`config.mk`:
```
export PLATFORM = sky130hd
export DESIGN_NAME = pill_schedule_timer
export DESIGN_NICKNAME = d
export VERILOG_FILES = /design/src/rtl/pill_sched_pkg.sv /design/src/rtl/pill_schedule_timer_pill_countdown.sv /design/src/rtl/pill_schedule_timer.sv
export SDC_FILE = /design/constraint.sdc
export NUM_CORES = 1
export LEC_CHECK = 0
export CAP_MARGIN = 20
export CORE_UTILIZATION = 50
export DETAILED_ROUTE_END_ITERATION = 12
export GPL_TIMING_DRIVEN = 0
export MAX_ROUTING_LAYER = met4
export PLACE_DENSITY = 0.72
export SYNTH_ARGS = -nofsm -noshare
export SYNTH_HDL_FRONTEND = slang
export SYNTH_HIERARCHICAL = 1
export SYNTH_SLANG_ARGS = --single-unit
```
`constraint.sdc`:
```
create_clock -name CLK_400Hz -period 3.4 [get_ports CLK_400Hz]
set_input_delay 0.68 -clock CLK_400Hz [delete_from_list [all_inputs] [get_ports CLK_400Hz]]
set_output_delay 0.68 -clock CLK_400Hz [all_outputs]
set_load 0.01 [all_outputs]
```
`src/rtl/pill_sched_pkg.sv`:
```
// ---------------------------------------------------------------------------
// pill_sched_pkg
// Shared definitions for the pill schedule timer:
//   - scheduler state encoding (IDLE / RUN / MISSED)
//   - romContent field bit positions
//   - BCD maximum digit value and interval clamp helper
//   - default TICK_DIV and MISS_TIMEOUT values
// ---------------------------------------------------------------------------
package pill_sched_pkg;

    typedef enum logic [1:0] {
        ST_IDLE   = 2'd0,
        ST_RUN    = 2'd1,
        ST_MISSED = 2'd2
    } state_e;

    localparam int unsigned DEF_TICK_DIV     = 400;
    localparam int unsigned DEF_MISS_TIMEOUT = 5;

    localparam logic [3:0] BCD_MAX = 4'd9;

    // romContent layout: [27:24] patient, then three {id, interval} byte pairs.
    // Pill n (0-based) has its interval nibble at PILL_INT_LSB0 - n*PILL_FIELD_STRIDE
    // and its id nibble four bits above that.
    localparam int PATIENT_LSB       = 24;
    localparam int PILL_INT_LSB0     = 16;
    localparam int PILL_FIELD_STRIDE = 8;
    localparam int PILL_ID_OFFSET    = 4;

    // Interval nibbles are single BCD digits; anything above 9 saturates.
    function automatic logic [3:0] bcd_clamp(input logic [3:0] v);
        return (v > BCD_MAX) ? BCD_MAX : v;
    endfunction

endpackage

```
`src/rtl/pill_schedule_timer_pill_countdown.sv`:
```
// ---------------------------------------------------------------------------
// pill_countdown
// One pill's schedule: reload register, remaining-time countdown, due flag,
// overdue counter and missed flag.
//
// Ports:
//   clk_i          clock
//   rst_ni         synchronous active-low reset
//   interval_i     clamped interval nibble, latched when reload_i is high
//   reload_i       latch interval_i and restart this pill (clears due/miss)
//   tick_i         one countdown unit elapsed (only while scheduler runs)
//   ack_i          take_pill for this pill (only while scheduler runs)
//   clear_i        leave missed scene: a missed pill is reloaded
//   freeze_i       hold countdown/overdue state
//   remaining_o    remaining units (BCD digit)
//   due_o          countdown reached 0, not yet acknowledged
//   missed_o       overdue counter reached MISS_TIMEOUT
//   miss_event_o   combinational: missed_o is being set on this edge
// ---------------------------------------------------------------------------
module pill_countdown
    import pill_sched_pkg::*;
#(
    parameter int unsigned MISS_TIMEOUT = DEF_MISS_TIMEOUT
) (
    input  logic       clk_i,
    input  logic       rst_ni,
    input  logic [3:0] interval_i,
    input  logic       reload_i,
    input  logic       tick_i,
    input  logic       ack_i,
    input  logic       clear_i,
    input  logic       freeze_i,
    output logic [3:0] remaining_o,
    output logic       due_o,
    output logic       missed_o,
    output logic       miss_event_o
);

    logic [3:0] reload_val_q, reload_val_d;
    logic [3:0] remaining_q, remaining_d;
    logic [3:0] overdue_q, overdue_d;
    logic       due_q, due_d;
    logic       missed_q, missed_d;

    logic enabled;
    logic expiring;
    logic ack_take;
    logic timeout;

    // A zero interval disables the pill entirely.
    assign enabled  = (reload_val_q != 4'd0);
    assign expiring = tick_i && (remaining_q == 4'd1);
    // An acknowledge is honoured while due, and also on the tick that would
    // make the pill due: the take wins over both expiry and timeout.
    assign ack_take = ack_i && enabled && (due_q || expiring);
    assign timeout  = tick_i && due_q && (({1'b0, overdue_q} + 5'd1) == 5'(MISS_TIMEOUT));

    assign miss_event_o = !freeze_i && !reload_i && !ack_take && timeout;

    always_comb begin
        reload_val_d = reload_val_q;
        remaining_d  = remaining_q;
        overdue_d    = overdue_q;
        due_d        = due_q;
        missed_d     = missed_q;
        if (reload_i) begin
            reload_val_d = interval_i;
            remaining_d  = interval_i;
            overdue_d    = 4'd0;
            due_d        = 1'b0;
            missed_d     = 1'b0;
        end else if (clear_i) begin
            if (missed_q) begin
                remaining_d = reload_val_q;
                overdue_d   = 4'd0;
                due_d       = 1'b0;
                missed_d    = 1'b0;
            end
        end else if (!freeze_i) begin
            if (ack_take) begin
                remaining_d = reload_val_q;
                overdue_d   = 4'd0;
                due_d       = 1'b0;
            end else if (tick_i && enabled) begin
                if (remaining_q != 4'd0) begin
                    remaining_d = remaining_q - 4'd1;
                    if (remaining_q == 4'd1) begin
                        due_d = 1'b1;
                    end
                end else if (due_q) begin
                    overdue_d = overdue_q + 4'd1;
                    if (timeout) begin
                        missed_d = 1'b1;
                    end
                end
            end
        end
    end

    always_ff @(posedge clk_i) begin
        if (!rst_ni) begin
            reload_val_q <= 4'd0;
            remaining_q  <= 4'd0;
            overdue_q    <= 4'd0;
            due_q        <= 1'b0;
            missed_q     <= 1'b0;
        end else begin
            reload_val_q <= reload_val_d;
            remaining_q  <= remaining_d;
            overdue_q    <= overdue_d;
            due_q        <= due_d;
            missed_q     <= missed_d;
        end
    end

    assign remaining_o = remaining_q;
    assign due_o       = due_q;
    assign missed_o    = missed_q;

endmodule

```
`src/rtl/pill_schedule_timer.sv`:
```
// ---------------------------------------------------------------------------
// pill_schedule_timer
// Latches one patient record, runs three per-pill BCD countdowns, flags due
// and missed pills, and drives the missed scene that freezes the display.
//
// Ports:
//   CLK_400Hz            clock
//   resetn               synchronous active-low reset
//   load                 latch romContent and (re)start the schedule
//   romContent[27:0]     patient / pill id / pill interval fields
//   take_pill[2:0]       acknowledge a due pill (bit0 = pill1)
//   clear_missed         leave the missed scene
//   pill12And3Duration   remaining units: [11:8] pill1, [7:4] pill2, [3:0] pill3
//   pill_due[2:0]        per-pill due flags
//   missed_pills[2:0]    per-pill missed flags
//   monitorOrMissedScene 1 while in the missed scene
//   missed_count[3:0]    BCD count of missed-scene entries, saturating at 9
//
// Build option: define PILL_MISSED_COUNT_EN to implement missed_count;
// otherwise it reads 0 and has no register.
// ---------------------------------------------------------------------------
module pill_schedule_timer
    import pill_sched_pkg::*;
#(
    parameter int unsigned TICK_DIV     = DEF_TICK_DIV,
    parameter int unsigned MISS_TIMEOUT = DEF_MISS_TIMEOUT
) (
    input  logic        CLK_400Hz,
    input  logic        resetn,
    input  logic        load,
    input  logic [27:0] romContent,
    input  logic [2:0]  take_pill,
    input  logic        clear_missed,
    output logic [11:0] pill12And3Duration,
    output logic [2:0]  pill_due,
    output logic [2:0]  missed_pills,
    output logic        monitorOrMissedScene,
    output logic [3:0]  missed_count
);

    state_e      state_q, state_d;
    logic [15:0] tick_cnt_q, tick_cnt_d;

    logic        in_run;
    logic        tick;
    logic        reload;
    logic        clear;
    logic [2:0]  miss_event;

    assign in_run = (state_q == ST_RUN);
    // A load in RUN restarts everything, so it also suppresses the tick.
    assign tick   = in_run && !load && (tick_cnt_q == 16'(TICK_DIV - 1));
    assign reload = load && (state_q != ST_MISSED);
    assign clear  = clear_missed && (state_q == ST_MISSED);

    // Patient and pill-id fields are carried in the record but not used here.
    logic unused_rom_fields;
    assign unused_rom_fields = ^{romContent[PATIENT_LSB +: 4],
                                 romContent[PILL_INT_LSB0 + PILL_ID_OFFSET +: 4],
                                 romContent[PILL_INT_LSB0 - PILL_FIELD_STRIDE + PILL_ID_OFFSET +: 4],
                                 romContent[PILL_INT_LSB0 - 2*PILL_FIELD_STRIDE + PILL_ID_OFFSET +: 4]};

    genvar gi;
    generate
        for (gi = 0; gi < 3; gi++) begin : g_pill
            pill_countdown #(
                .MISS_TIMEOUT (MISS_TIMEOUT)
            ) u_pill (
                .clk_i        (CLK_400Hz),
                .rst_ni       (resetn),
                .interval_i   (bcd_clamp(romContent[PILL_INT_LSB0 - gi*PILL_FIELD_STRIDE +: 4])),
                .reload_i     (reload),
                .tick_i       (tick),
                .ack_i        (take_pill[gi] && in_run),
                .clear_i      (clear),
                .freeze_i     (!in_run),
                .remaining_o  (pill12And3Duration[(2-gi)*4 +: 4]),
                .due_o        (pill_due[gi]),
                .missed_o     (missed_pills[gi]),
                .miss_event_o (miss_event[gi])
            );
        end
    endgenerate

    // State register
    always_ff @(posedge CLK_400Hz) begin
        if (!resetn) begin
            state_q    <= ST_IDLE;
            tick_cnt_q <= 16'd0;
        end else begin
            state_q    <= state_d;
            tick_cnt_q <= tick_cnt_d;
        end
    end

    // Next-state logic
    always_comb begin
        state_d    = state_q;
        tick_cnt_d = tick_cnt_q;
        unique case (state_q)
            ST_IDLE: begin
                if (load) begin
                    state_d    = ST_RUN;
                    tick_cnt_d = 16'd0;
                end
            end
            ST_RUN: begin
                if (load) begin
                    tick_cnt_d = 16'd0;
                end else begin
                    tick_cnt_d = tick ? 16'd0 : tick_cnt_q + 16'd1;
                    if (|miss_event) begin
                        state_d = ST_MISSED;
                    end
                end
            end
            ST_MISSED: begin
                if (clear_missed) begin
                    state_d = ST_RUN;
                end
            end
            default: state_d = ST_IDLE;
        endcase
    end

    // Output logic (decoded from the state register only)
    always_comb begin
        monitorOrMissedScene = (state_q == ST_MISSED);
    end

`ifdef PILL_MISSED_COUNT_EN
    logic [3:0] missed_count_q, missed_count_d;

    always_comb begin
        missed_count_d = missed_count_q;
        if (in_run && (state_d == ST_MISSED) && (missed_count_q < BCD_MAX)) begin
            missed_count_d = missed_count_q + 4'd1;
        end
    end

    always_ff @(posedge CLK_400Hz) begin
        if (!resetn) begin
            missed_count_q <= 4'd0;
        end else begin
            missed_count_q <= missed_count_d;
        end
    end

    assign missed_count = missed_count_q;
`else
    assign missed_count = 4'h0;
`endif

endmodule

```
==> results.tsv <==
stage	metric	value	unit
critical_path	critical-path maximum fanout	8	
clocking	Worst-Skew Late Latency	0.34	ns
sta	final worst-path cycle share	90.0	%
routing	WL per Instance	15.3	µm
final_layout	n_diodes	0	
clocking	H-tree levels	3	
sta	aggregate negative setup slack	0	ns
sta	Max-slew headroom	57.8	%
sta	Hold Fails Final Rpt	0	
critical_path	Critical Path RT	3.64	ns
placed_design	RePlAce Congestion	0.827	
routing	antenna viol nets, final	0	
floorplanning	row count	31	
clocking	clock transition at the registers of the reported paths	0.06	ns
final_layout	layout cells sized above 1	8.64	%
global_route	GRT Util Overall	25.6	%
critical_path	Worst setup EP type	flop	
final_layout	filler instances	661	
critical_path	Worst Path Arrival	3.30	ns
yosys	Yosys reg bits	60	
final_layout	area of the multi-input gates	2340	µm²
routing	DR vias	3640	
run_status	status	finished clean	
clocking	clock tree sinks	60	
worst_hold_path	worst hold path type	reg -> reg	
yosys	Post-Syn Area	3740	µm²
clocking	Setup Buffers After CTS	0	
yosys	Yosys cell types	52	
power_and_ir_drop	Pwr Density	352	nW/µm²
final_layout	most frequent cells in the layout	60 x dfxtp_1, 37 x nand2_1, 37 x clkdlybuf4s50_1, 24 x inv_1	
sta	FMAX	327	MHz
yosys	Seq/Total Area, Yosys	32.1	%
routing	DR iter-0 viols	175	
final_layout	utilization after layout	61.3	%
power_and_ir_drop	Leak	0.00159	µW
final_layout	register area	1200	µm²
critical_path	delay-heaviest family, CP	simple AND/OR/NAND/NOR gates	
critical_path	Slowest Stage Delay on Critical Path	0.52	ns
placed_design	post-placement cell count	593	
global_route	initial antenna violation count	0	
sta	final-report setup violation count	0	
global_route	first-pass GRT wire length	15200	µm
sta	Final Max Tran Viols	0	
final_layout	most common cell after layout, fill and taps aside	dfxtp_1	
final_layout	Nets	557	
critical_path	CP Buf/Inv Count	2	
routing	DR pass1 iterations	5	
floorplanning	Top Ports	58	
yosys	EDFF count, synth	0	
critical_path	Most Frequent Cell on Critical Path	and3_1	
floorplanning	Starting Density	51.6	%
sta	Slew @ Worst Pin	0.629	ns
global_route	GRT overflow	0	
routing	DRC violations left	0	
clocking	hold_buf cts	0	
global_route	vias in the first global route	3301	
yosys	Ys Warns	6	
sta	RSZ-0062 raised after global routing	false	
yosys	post-synth top area share	32.1	%
floorplanning	Die Y	88.5	µm
critical_path	critical setup path kind	reg -> reg	
routing	Total Wirelength	9290	µm
sta	clk_skew	0.00819	ns
yosys	Avg Cell Area, Syn	8.26	µm²
critical_path	CP Launch Type	flop	
placed_design	HPWL after DPL	6580	µm
floorplanning	Die Wd	88.5	µm
clocking	clk buf depth	2	
floorplanning	Core Footprint	7250	µm²
clocking	TritonCTS clock tree	built	
routing	drt via density	5.99	
clocking	CTS root buffer	clkbuf_8	
sta	minimum clock period	3.06	ns
yosys	post-synth top area cell	dfxtp_1	
critical_path	Crit-path slowest cell	nor3_1	
run	number of max-cap violations	0	
yosys	FFs w/ async S/R, synth	0	%
final_layout	Finished Layout Cells	608	
floorplanning	Die Area	7840	µm²
final_layout	synthesis-to-finish area growth	18.8	%
yosys	Syn Inst Count	453	
yosys	Area contributors post-synth	dfxtp_1 32%, ha_1 5.3%, nand2_1 3.7%	
placed_design	port bufs	37	
clocking	CTS buffer count	9	
global_route	largest net degree at the start of global routing	27	
clocking	Post-CTS Resized	0	
power_and_ir_drop	Worst VDD drop	231	µV
critical_path	CP cell instances	ha_1, and3_1, clkbuf_1, nand4_1, nor3_1, buf_4, and4bb_2, o21a_1, nor2_1, and3_1, o32ai_1	
yosys	Post-synth top flop	dfxtp_1	
==> worst reg2reg max path, stage by stage (launching register included) <==
cell and delay, ns:
dfxtp_1 0.36, ha_1 0.17, and3_1 0.15, clkbuf_1 0.22
nand4_1 0.17, nor3_1 0.52, buf_4 0.29, and4bb_2 0.28
o21a_1 0.19, nor2_1 0.11, and3_1 0.22, o32ai_1 0.29
==> metal layers <==
layer,GRT usage (%),routed length [µm],part of all wire (%),vias up
li1,-,-,-,1815
met5,-,0,0,-
met1,32.8,4210,45,1702
met4,8.50,137,1.5,0
met2,40.1,4410,47,110
met3,5.32,539,5.8,13
==> registers in the layout, indices dropped and copies added, names as in the netlist <==
register                    flops
g_pill.u_pill/missed_o          3
g_pill.u_pill/remaining_o      12
state_q                         2
g_pill.u_pill/due_o             3
g_pill.u_pill/overdue_q        12
tick_cnt_q                     16
g_pill.u_pill/reload_val_q     12
==> synth_stat cells, drive strengths merged (9+ instances only) <==
library cell and number:
a41oi 9, o21ai 24, inv 30, o41a 9
a211oi 13, a31oi 9, nand2b 9, nand2 37
ha 16, nor2 22, nor3 22, nor2b 12
nor4 10, dfxtp 60, clkbuf 14, nand3 18
a21oi 15, or4 10, nand4 13, xnor2 12
==> path summary, 6_finish.rpt <==
kind	startpoint	to	slack, ns	cells after the start
hold reg to reg	g_pill[2].u_pill/remaining_o[1]	g_pill[2].u_pill/remaining_o[1]	0.51	2
setup / recovery	tick_cnt_q[0]	g_pill[0].u_pill/remaining_o[1]	0.34	11
hold / removal	g_pill[2].u_pill/remaining_o[1]	g_pill[2].u_pill/remaining_o[1]	0.51	2
setup reg to reg	tick_cnt_q[0]	g_pill[0].u_pill/remaining_o[1]	0.34	11
==> cell type report <==
class,count,area share [%]
clock inverters,2,0.225
clock buffers,12,3.71
plain buffers,20,2.08
flip-flops and latches,60,27.0
multi-input cells,345,52.7
repair buffers,39,8.84
inverters,31,2.62
well taps,99,2.79
==> kinds of logic after synthesis <==
family	Yosys count	synth area share, %
buffers and inverters	51	5.58
AO/OA/AOI/OAI	119	23.5
adder cells (fa/ha/maj)	16	5.35
other	1	0.100
AND/OR/NAND/NOR	179	26.9
XOR/XNOR	20	4.68
flip-flops	60	32.1
multiplexers	7	1.87
==> stage by stage <==
step | power (µW) | hold WS (ns) | worst slack, ns | cell area [µm²]
global placement | 982 | 0.496 | -0.288 | 4250
detailed placement | 986 | 0.503 | 0.203 | 4260
floorplan | 897 | 0.470 | 0.718 | 3750
finish | 1560 | 0.511 | 0.339 | 4450
CTS | 1580 | 0.514 | 0.422 | 4430
global route | 1640 | 0.530 | 0.135 | 4450
==> power breakdown <==
group	switching [µW]	total [µW]	internal, µW	leakage (µW)
sequential	30.7	755	724	0.000489
clock	275	589	314	0.0000941
combinational	117	221	104	0.00101
Power figures use the tool's default switching activity.
